$ cat src/rtl/controle_alarme.sv
// controle_alarme: arming/disarming controller for a two-mode intrusion alarm.
//
// Ports
//   clk_i      single clock, all state changes on the rising edge
//   rst_i      asynchronous, active-high reset
//   arm_i      arm request (only honoured while disarmed)
//   disarm_i   disarm request, qualified by code_i in the same cycle
//   code_i     4-bit code presented with disarm_i
//   y_i        mode select: 1 perimeter (door/windows), 0 internal presence
//   a_i        detection from the alarm datapath (already gated by enable_o)
//   p_i        raw door sensor
//   enable_o   enable to the alarm datapath
//   modo_o     y_i latched at arming, drives the datapath mode
//   sirene_o   siren drive
//   bip_o      delay-warning beeper
//   estado_o   current state code
//
// state     | meaning
// ----------+--------------------------------------------------------
// DESARMADO | idle, waiting for arm_i
// SAIDA     | exit delay running, beeper on
// ARMADO    | armed, watching a_i
// ENTRADA   | entry delay after a door opening, beeper on
// ALARME    | siren on for T_SIRENE cycles, then rearm
module controle_alarme #(
  parameter int unsigned   T_SAIDA   = 16,
  parameter int unsigned   T_ENTRADA = 8,
  parameter int unsigned   T_SIRENE  = 32,
  parameter logic [3:0]    SENHA     = 4'b1010,
  parameter int unsigned   MAX_ERROS = 3
) (
  input  logic       clk_i,
  input  logic       rst_i,
  input  logic       arm_i,
  input  logic       disarm_i,
  input  logic [3:0] code_i,
  input  logic       y_i,
  input  logic       a_i,
  input  logic       p_i,
  output logic       enable_o,
  output logic       modo_o,
  output logic       sirene_o,
  output logic       bip_o,
  output logic [2:0] estado_o
);

  typedef enum logic [2:0] {
    DESARMADO = 3'd0,
    SAIDA     = 3'd1,
    ARMADO    = 3'd2,
    ENTRADA   = 3'd3,
    ALARME    = 3'd4
  } estado_t;

  // Counters are loaded with T-1 so a delay spends exactly T cycles in its state.
  localparam logic [7:0] CONT_SAIDA   = 8'(T_SAIDA - 1);
  localparam logic [7:0] CONT_ENTRADA = 8'(T_ENTRADA - 1);
  localparam logic [7:0] CONT_SIRENE  = 8'(T_SIRENE - 1);
  localparam logic [2:0] ERROS_MAX    = 3'(MAX_ERROS);

  estado_t    state_q, state_d;
  logic [7:0] cont_q, cont_d;
  logic [2:0] erros_q, erros_d;
  logic       modo_q, modo_d;
  logic       enable_q, sirene_q, bip_q;

  logic       code_ok;
  logic       code_bad;
  logic [2:0] erros_inc;
  logic       erros_hit;
  logic       cont_zero;

  assign code_ok   = disarm_i && (code_i == SENHA);
  assign code_bad  = disarm_i && (code_i != SENHA);
  assign erros_inc = (erros_q >= ERROS_MAX) ? ERROS_MAX : erros_q + 3'd1;
  // A wrong code that lands on the limit forces the siren; a count already
  // saturated after a rearm only re-triggers on a further wrong code.
  assign erros_hit = code_bad && (erros_inc == ERROS_MAX);
  assign cont_zero = (cont_q == 8'd0);

  always_comb begin
    state_d = state_q;
    cont_d  = cont_q;
    erros_d = erros_q;
    modo_d  = modo_q;

    case (state_q)
      DESARMADO: begin
        erros_d = 3'd0;
        // disarm_i in the same cycle wins and the arm request is dropped
        if (arm_i && !disarm_i) begin
          state_d = SAIDA;
          modo_d  = y_i;
          cont_d  = CONT_SAIDA;
        end
      end

      SAIDA, ARMADO, ENTRADA, ALARME: begin
        if (code_ok) begin
          state_d = DESARMADO;
          cont_d  = 8'd0;
          erros_d = 3'd0;
        end else begin
          if (code_bad) erros_d = erros_inc;

          if (erros_hit && (state_q != ALARME)) begin
            state_d = ALARME;
            cont_d  = CONT_SIRENE;
          end else begin
            case (state_q)
              SAIDA: begin
                if (cont_zero) state_d = ARMADO;
                else           cont_d  = cont_q - 8'd1;
              end
              ARMADO: begin
                if (a_i && p_i && modo_q) begin
                  state_d = ENTRADA;
                  cont_d  = CONT_ENTRADA;
                end else if (a_i) begin
                  state_d = ALARME;
                  cont_d  = CONT_SIRENE;
                end
              end
              ENTRADA: begin
                // detection without the door open is an intruder already inside
                if ((a_i && !p_i) || cont_zero) begin
                  state_d = ALARME;
                  cont_d  = CONT_SIRENE;
                end else begin
                  cont_d = cont_q - 8'd1;
                end
              end
              ALARME: begin
                if (cont_zero) state_d = ARMADO;
                else           cont_d  = cont_q - 8'd1;
              end
              default: state_d = DESARMADO;
            endcase
          end
        end
      end

      // unreachable codes recover to idle
      default: begin
        state_d = DESARMADO;
        cont_d  = 8'd0;
        erros_d = 3'd0;
      end
    endcase
  end

  always_ff @(posedge clk_i or posedge rst_i) begin
    if (rst_i) begin
      state_q  <= DESARMADO;
      cont_q   <= 8'd0;
      erros_q  <= 3'd0;
      modo_q   <= 1'b0;
      enable_q <= 1'b0;
      sirene_q <= 1'b0;
      bip_q    <= 1'b0;
    end else begin
      state_q  <= state_d;
      cont_q   <= cont_d;
      erros_q  <= erros_d;
      modo_q   <= modo_d;
      enable_q <= (state_d == ARMADO) || (state_d == ENTRADA) || (state_d == ALARME);
      sirene_q <= (state_d == ALARME);
      bip_q    <= (state_d == SAIDA) || (state_d == ENTRADA);
    end
  end

  assign estado_o = state_q;
  assign modo_o   = modo_q;
  assign enable_o = enable_q;
  assign sirene_o = sirene_q;
  assign bip_o    = bip_q;

endmodule

$ cat config.mk
export PLATFORM = sky130hd
export DESIGN_NAME = controle_alarme
export DESIGN_NICKNAME = d
export VERILOG_FILES = /design/src/rtl/controle_alarme.sv
export SDC_FILE = /design/constraint.sdc
export NUM_CORES = 1
export LEC_CHECK = 0
export ABC_AREA = 1
export CORE_ASPECT_RATIO = 1.25
export CORE_UTILIZATION = 53
export DETAILED_ROUTE_END_ITERATION = 16
export HOLD_SLACK_MARGIN = 0.05
export PLACE_DENSITY = 0.78
export SLEW_MARGIN = 20
export SYNTH_ARGS = -nofsm -noshare
export SYNTH_HDL_FRONTEND = slang
export SYNTH_SLANG_ARGS = --single-unit
$ cat constraint.sdc
create_clock -name clk_i -period 2.15 [get_ports clk_i]
set_input_delay 0.43 -clock clk_i [delete_from_list [all_inputs] [get_ports clk_i]]
set_output_delay 0.43 -clock clk_i [all_outputs]
set_load 0.02 [all_outputs]
* Yosys cells after proc, flatten, opt, wreduce, memory -nomap -nowiden *
Cells that the tools add are included.

operators by class
  equality and inequality tests = 17
  magnitude comparators = 1
  add/subtract/negate cells = 2
  reductions and logical operators = 20
  multiplexer cells = 22

operator list
  kind                                                                count
  2-to-1 mux 8 bit                                                    7
  2-to-1 mux 3 bit                                                    11
  case mux 8 bit (3 select lines)                                     1
  case mux 8 bit (2 select lines)                                     1
  == test 3 x 2 -> 1 bit (second input constant)                      5
  inequality test 6 bit (second input constant)                       2
  case mux 3 bit (3 select lines)                                     1
  logical AND 1 bit                                                   8
  zero test 8 bit                                                     1
  subtractor 8 x 1 -> 8 bit (second input constant)                   1
  == test 3 x 1 -> 1 bit (second input constant)                      2
  == test 3 bit (second input constant)                               2
  inequality test 3 bit (second input constant)                       2
  case mux 3 bit (2 select lines)                                     1
  inequality test 5 bit (second input constant)                       1
  == test 4 bit (second input constant)                               1
  logical OR 1 bit                                                    4
  inequality test 4 bit (second input constant)                       1
  AND reduction 4 bit                                                 1
  OR reduction 4 bit                                                  1
  adder 3 x 1 -> 3 bit (second input constant)                        1
  greater-or-equal comparator 3 x 2 -> 1 bit (second input constant)  1
  zero test 3 bit                                                     1
  zero test 1 bit                                                     2
  3 further kinds                                                     3

word-level totals
  logic and storage cells = 69
  output and inout port bits = 7
  flip-flop bits (word level) = 18

* Logic depth before layout (Yosys ltp) *
  depth in word-level cells = 11
  gate-level depth with buffers = 13

* Worst setup path before layout *
OpenSTA, ideal clock, no wires.

  path type = register to register
  from = register erros_q[0]
  to = register cont_q[6]
  data required time = 2.037 ns
  setup time = 0.113 ns
  arrival time = 1.580 ns
  slack = 0.457 ns
  clock period less this slack = 1.693 ns
  stages on the path, launching flop included = 13
  cells stage by stage = dfrtp_1 > ha_1 > ha_1 > nor2_1 > nand3b_1 > nand3_2 > inv_1 > nand2_1 > nand3_1 > nand3_1 > nand2_1 > nand2_1 > inv_1

on the way
  word-level cells in the longest chain between the ends = 8
  elaborated cells on any way between the ends = 13
  those cells by class = add/sub (1); order compare (1); eq/ne (4); mux (4); reduce/logical (3)

ends and longest elaborated chain
  what                                                                                       line  source
  from (decl)                                                                                63    logic [2:0] erros_q, erros_d;
  from (signal assigned)                                                                     164   erros_q <= erros_d;
  adder 3 x 1 -> 3 bit / greater-or-equal comparator 3 x 2 -> 1 bit (equally long branches)  75    assign erros_inc = (erros_q >= ERROS_MAX) ? ERROS_MAX : erros_q + 3'd1;
  2-to-1 mux 3 bit *                                                                         75
  == test 3 x 2 -> 1 bit *                                                                   78    assign erros_hit = code_bad && (erros_inc == ERROS_MAX);
  logical AND 1 bit *                                                                        78
  logical AND 1 bit *                                                                        106   if (erros_hit && (state_q != ALARME)) begin
  2-to-1 mux 8 bit                                                                           106
  2-to-1 mux 8 bit                                                                           99    if (code_ok) begin
  case mux 8 bit (2 select lines)                                                            87    case (state_q)
  to (signal assigned)                                                                       163   cont_q <= cont_d;
  to (decl)                                                                                  62    logic [7:0] cont_q, cont_d;

Mark *: on every way between the ends. The rest lies on a longest branch, timed or not.
A chain may end at the register's enable or synchronous reset.

* Worst setup path after layout *
  from = register erros_q[0]
  to = register cont_q[5]

The elaborated chain is that of the path after synthesis.

==> run_results.csv <==
group,metric,value,unit
place,placed_area,0.00146,mm^2
drt,wirelength,2700,um
setup_path,cp.arrival,2150,ps
sta,period_minus_slack,1930,ps
place,post-dp-hpwl,2170,um
sta,worstMarginPinSlew,702,ps
sta,rsz0062_at_grt,"no",
sta,skew,11.4,ps
cts,cts_resized,0,
place,place.gp.congestion,0.872,
floorplanning,die-area,0.00256,mm^2
sta,setup_viol,0,
yosys,yosysMostFrequentCell,"nand2_1",
power_and_ir_drop,peakVddDrop,475,uV
finish,finalNetCount,218,
finish,area_growth,19.6,%
floorplanning,start_util,0.565,
drt,remaining_drc_errors,0,
cts,cts.root.buffer_cell,"clkbuf_4",
yosys,ys_types,23,
drt,num_vias,1179,
yosys,syn_inst,182,
yosys,async_flop_share,1.00,
worst_hold_path,hold_class,"in2async",
sta,clock.fmax,0.517,GHz
sta,slew-limit-headroom,0.531,
yosys,synth_top_cell_by_area,"dfrtp_1",
cts,clk_pin_slew,110,ps
grt,grt_antenna_before_repair,0,
cts,clock_sinks,18,
cts,cts_setup_buffers,0,
sta,hold_viol,0,
finish,drive_gt1_frac,0.118,
floorplanning,die_w,45.4,um
finish,antenna_cells,0,
sta,period_share,0.900,
setup_path,crit_required,2360,ps
setup_path,setup.worst_path.start_class,"flop",
yosys,yosys.area.top_type_share,0.361,
yosys,synthFlopType,"dfrtp_1",
yosys,synth-seq-cells,18,
setup_path,critPathKind,"reg2reg",
drt,vias_per_cell,5.04,
cts,clk_latency,300,ps
yosys,synth_edf_count,0,
cts,hold_buffers,0,
power_and_ir_drop,leakage,0.766,nW
grt,grt_remaining_overflow,0,
power_and_ir_drop,power.density,645,mW/mm^2
grt,grt_start_max_net_pins,19,
sta,slew_viol_final,0,
yosys,syn_area_per_cell,6.86,um^2
floorplanning,io_pins,18,
drt,ant_nets,0,
place,io_buffer_count,17,
setup_path,cp_max_fo,6,
yosys,synthesis.nets,196,
run_status,outcome,"completed",
floorplanning,rows,19,
cts,htree_levels,1,
cts,cts_buffers,3,
job,cap_violations,0,
yosys,synth_top_cells_by_count,"nand2_1, inv_1, nor2_1",
cts,cts_buffer_depth,2,
yosys,synth_area_leaders,"dfrtp_1, nand2_1, inv_1",
yosys,yosys_warnings,0,
sta,tns,0,ps
grt,grt_pass1_vias,1084,
setup_path,critPathCaptureType,"flop",
setup_path,reg2reg_slack,220,ps
cts,cts_tree,"yes",
grt,grt_pass1_wl,4350,um
floorplanning,core,0.00221,mm^2
drt,dr.pass1.iters,4,
yosys,yosysSeqAreaShare,0.361,
drt,routedWlPerCell,11.5,um
yosys,synth_area,0.00125,mm^2
drt,drtIter0Drc,34,
floorplanning,die_h,56.3,um
finish,final_area,0.00149,mm^2
grt,grt_use_total,0.229,
==> critical path: stages, from the launching register on <==
cell     delay (ps)
dfrtp_1         420
ha_1            210
ha_1            170
nor2_1          180
nand3_1         140
nand3_2         140
inv_1            50
nand2_1         170
nand3_1         130
nand3_1          90
nand2_1          50
nand2_1          60
inv_1            40
==> logic make-up after synthesis <==
kind of cell / Yosys count / share of synthesized area
AOI/OAI and AO/OA: 19 / 0.0842
DFF: 18 / 0.361
muxes: 1 / 0.00902
adders and majority gates: 3 / 0.0301
buffers and inverters: 32 / 0.0962
and+or+nand+nor: 108 / 0.413
xor gates and xnor gates: 1 / 0.00702
==> placed cells by master (no fill, tap or decap), types with 2 or more instances in the layout <==
master / Yosys / final
inv_2: 2 / 2
nand3_1: 10 / 10
o21ai_0: 4 / 4
ha_1: 3 / 3
o21ai_1: 4 / 4
nand2_1: 46 / 46
clkdlybuf4s50_1: 0 / 17
a21oi_1: 8 / 8
dfrtp_1: 18 / 18
clkbuf_4: 0 / 3
inv_1: 30 / 30
nor2_2: 3 / 3
nand2_2: 6 / 6
nor2_4: 4 / 4
nand4_1: 5 / 5
nand3_2: 3 / 3
nor2_1: 25 / 25
nor3_1: 3 / 3
nand3b_1: 2 / 2
==> report_power, final <==
part	internal, mW	total (mW)	leakage [nW]	switching (mW)
clock	0.103	0.214	0.0210	0.110
sequential	0.381	0.429	0.234	0.0477
combinational	0.127	0.321	0.511	0.194
total	0.611	0.963	0.766	0.352
==> per-layer routing <==
metal  share of wire  GRT usage  routed length (um)  vias to the layer above
met1            0.43      0.277                1170                      529
met5               0          0                   0                        -
li1                -          -                   -                      618
met3           0.033     0.0257                  89                        5
met2            0.52      0.398                1400                       27
met4           0.015     0.0866                  40                        0
==> stage by stage <==
stage	total power [mW]	cells	hold slack [ps]	util	setup slack (ps)
after floorplan	0.654	182	369	-	457
after global placement	0.749	230	518	0.659	216
after detailed placement	0.753	230	524	0.659	163
after CTS	0.964	234	544	0.676	217
after global routing	1.03	234	566	0.676	57.2
final	0.963	234	519	0.676	216
==> registers in the layout, summed over array words and instances (netlist names) <==
name      count
cont_q        8
erros_q       3
estado_o      3
bip_o         1
enable_o      1
modo_o        1
sirene_o      1
==> worst paths after layout <==
check                            from          to  cells past startpoint
min                             rst_i   cont_q[5]                      2
min reg2reg                    modo_o      modo_o                      1
max                        erros_q[0]   cont_q[5]                     12
max in group asynchronous       rst_i  erros_q[1]                      2
max reg2reg                erros_q[0]   cont_q[5]                     12
min in group clk_i             modo_o      modo_o                      1
==> final cells by class <==
class                      instances  area (um^2)
timing repair buffer              17          170
inverter                          32          120
multi-input combinational        132          678
fill                             217          717
tap                               31         38.8
clock buffer                       4         36.3
sequential                        18          450
No activity file was read; power rests on OpenSTA's default activity.
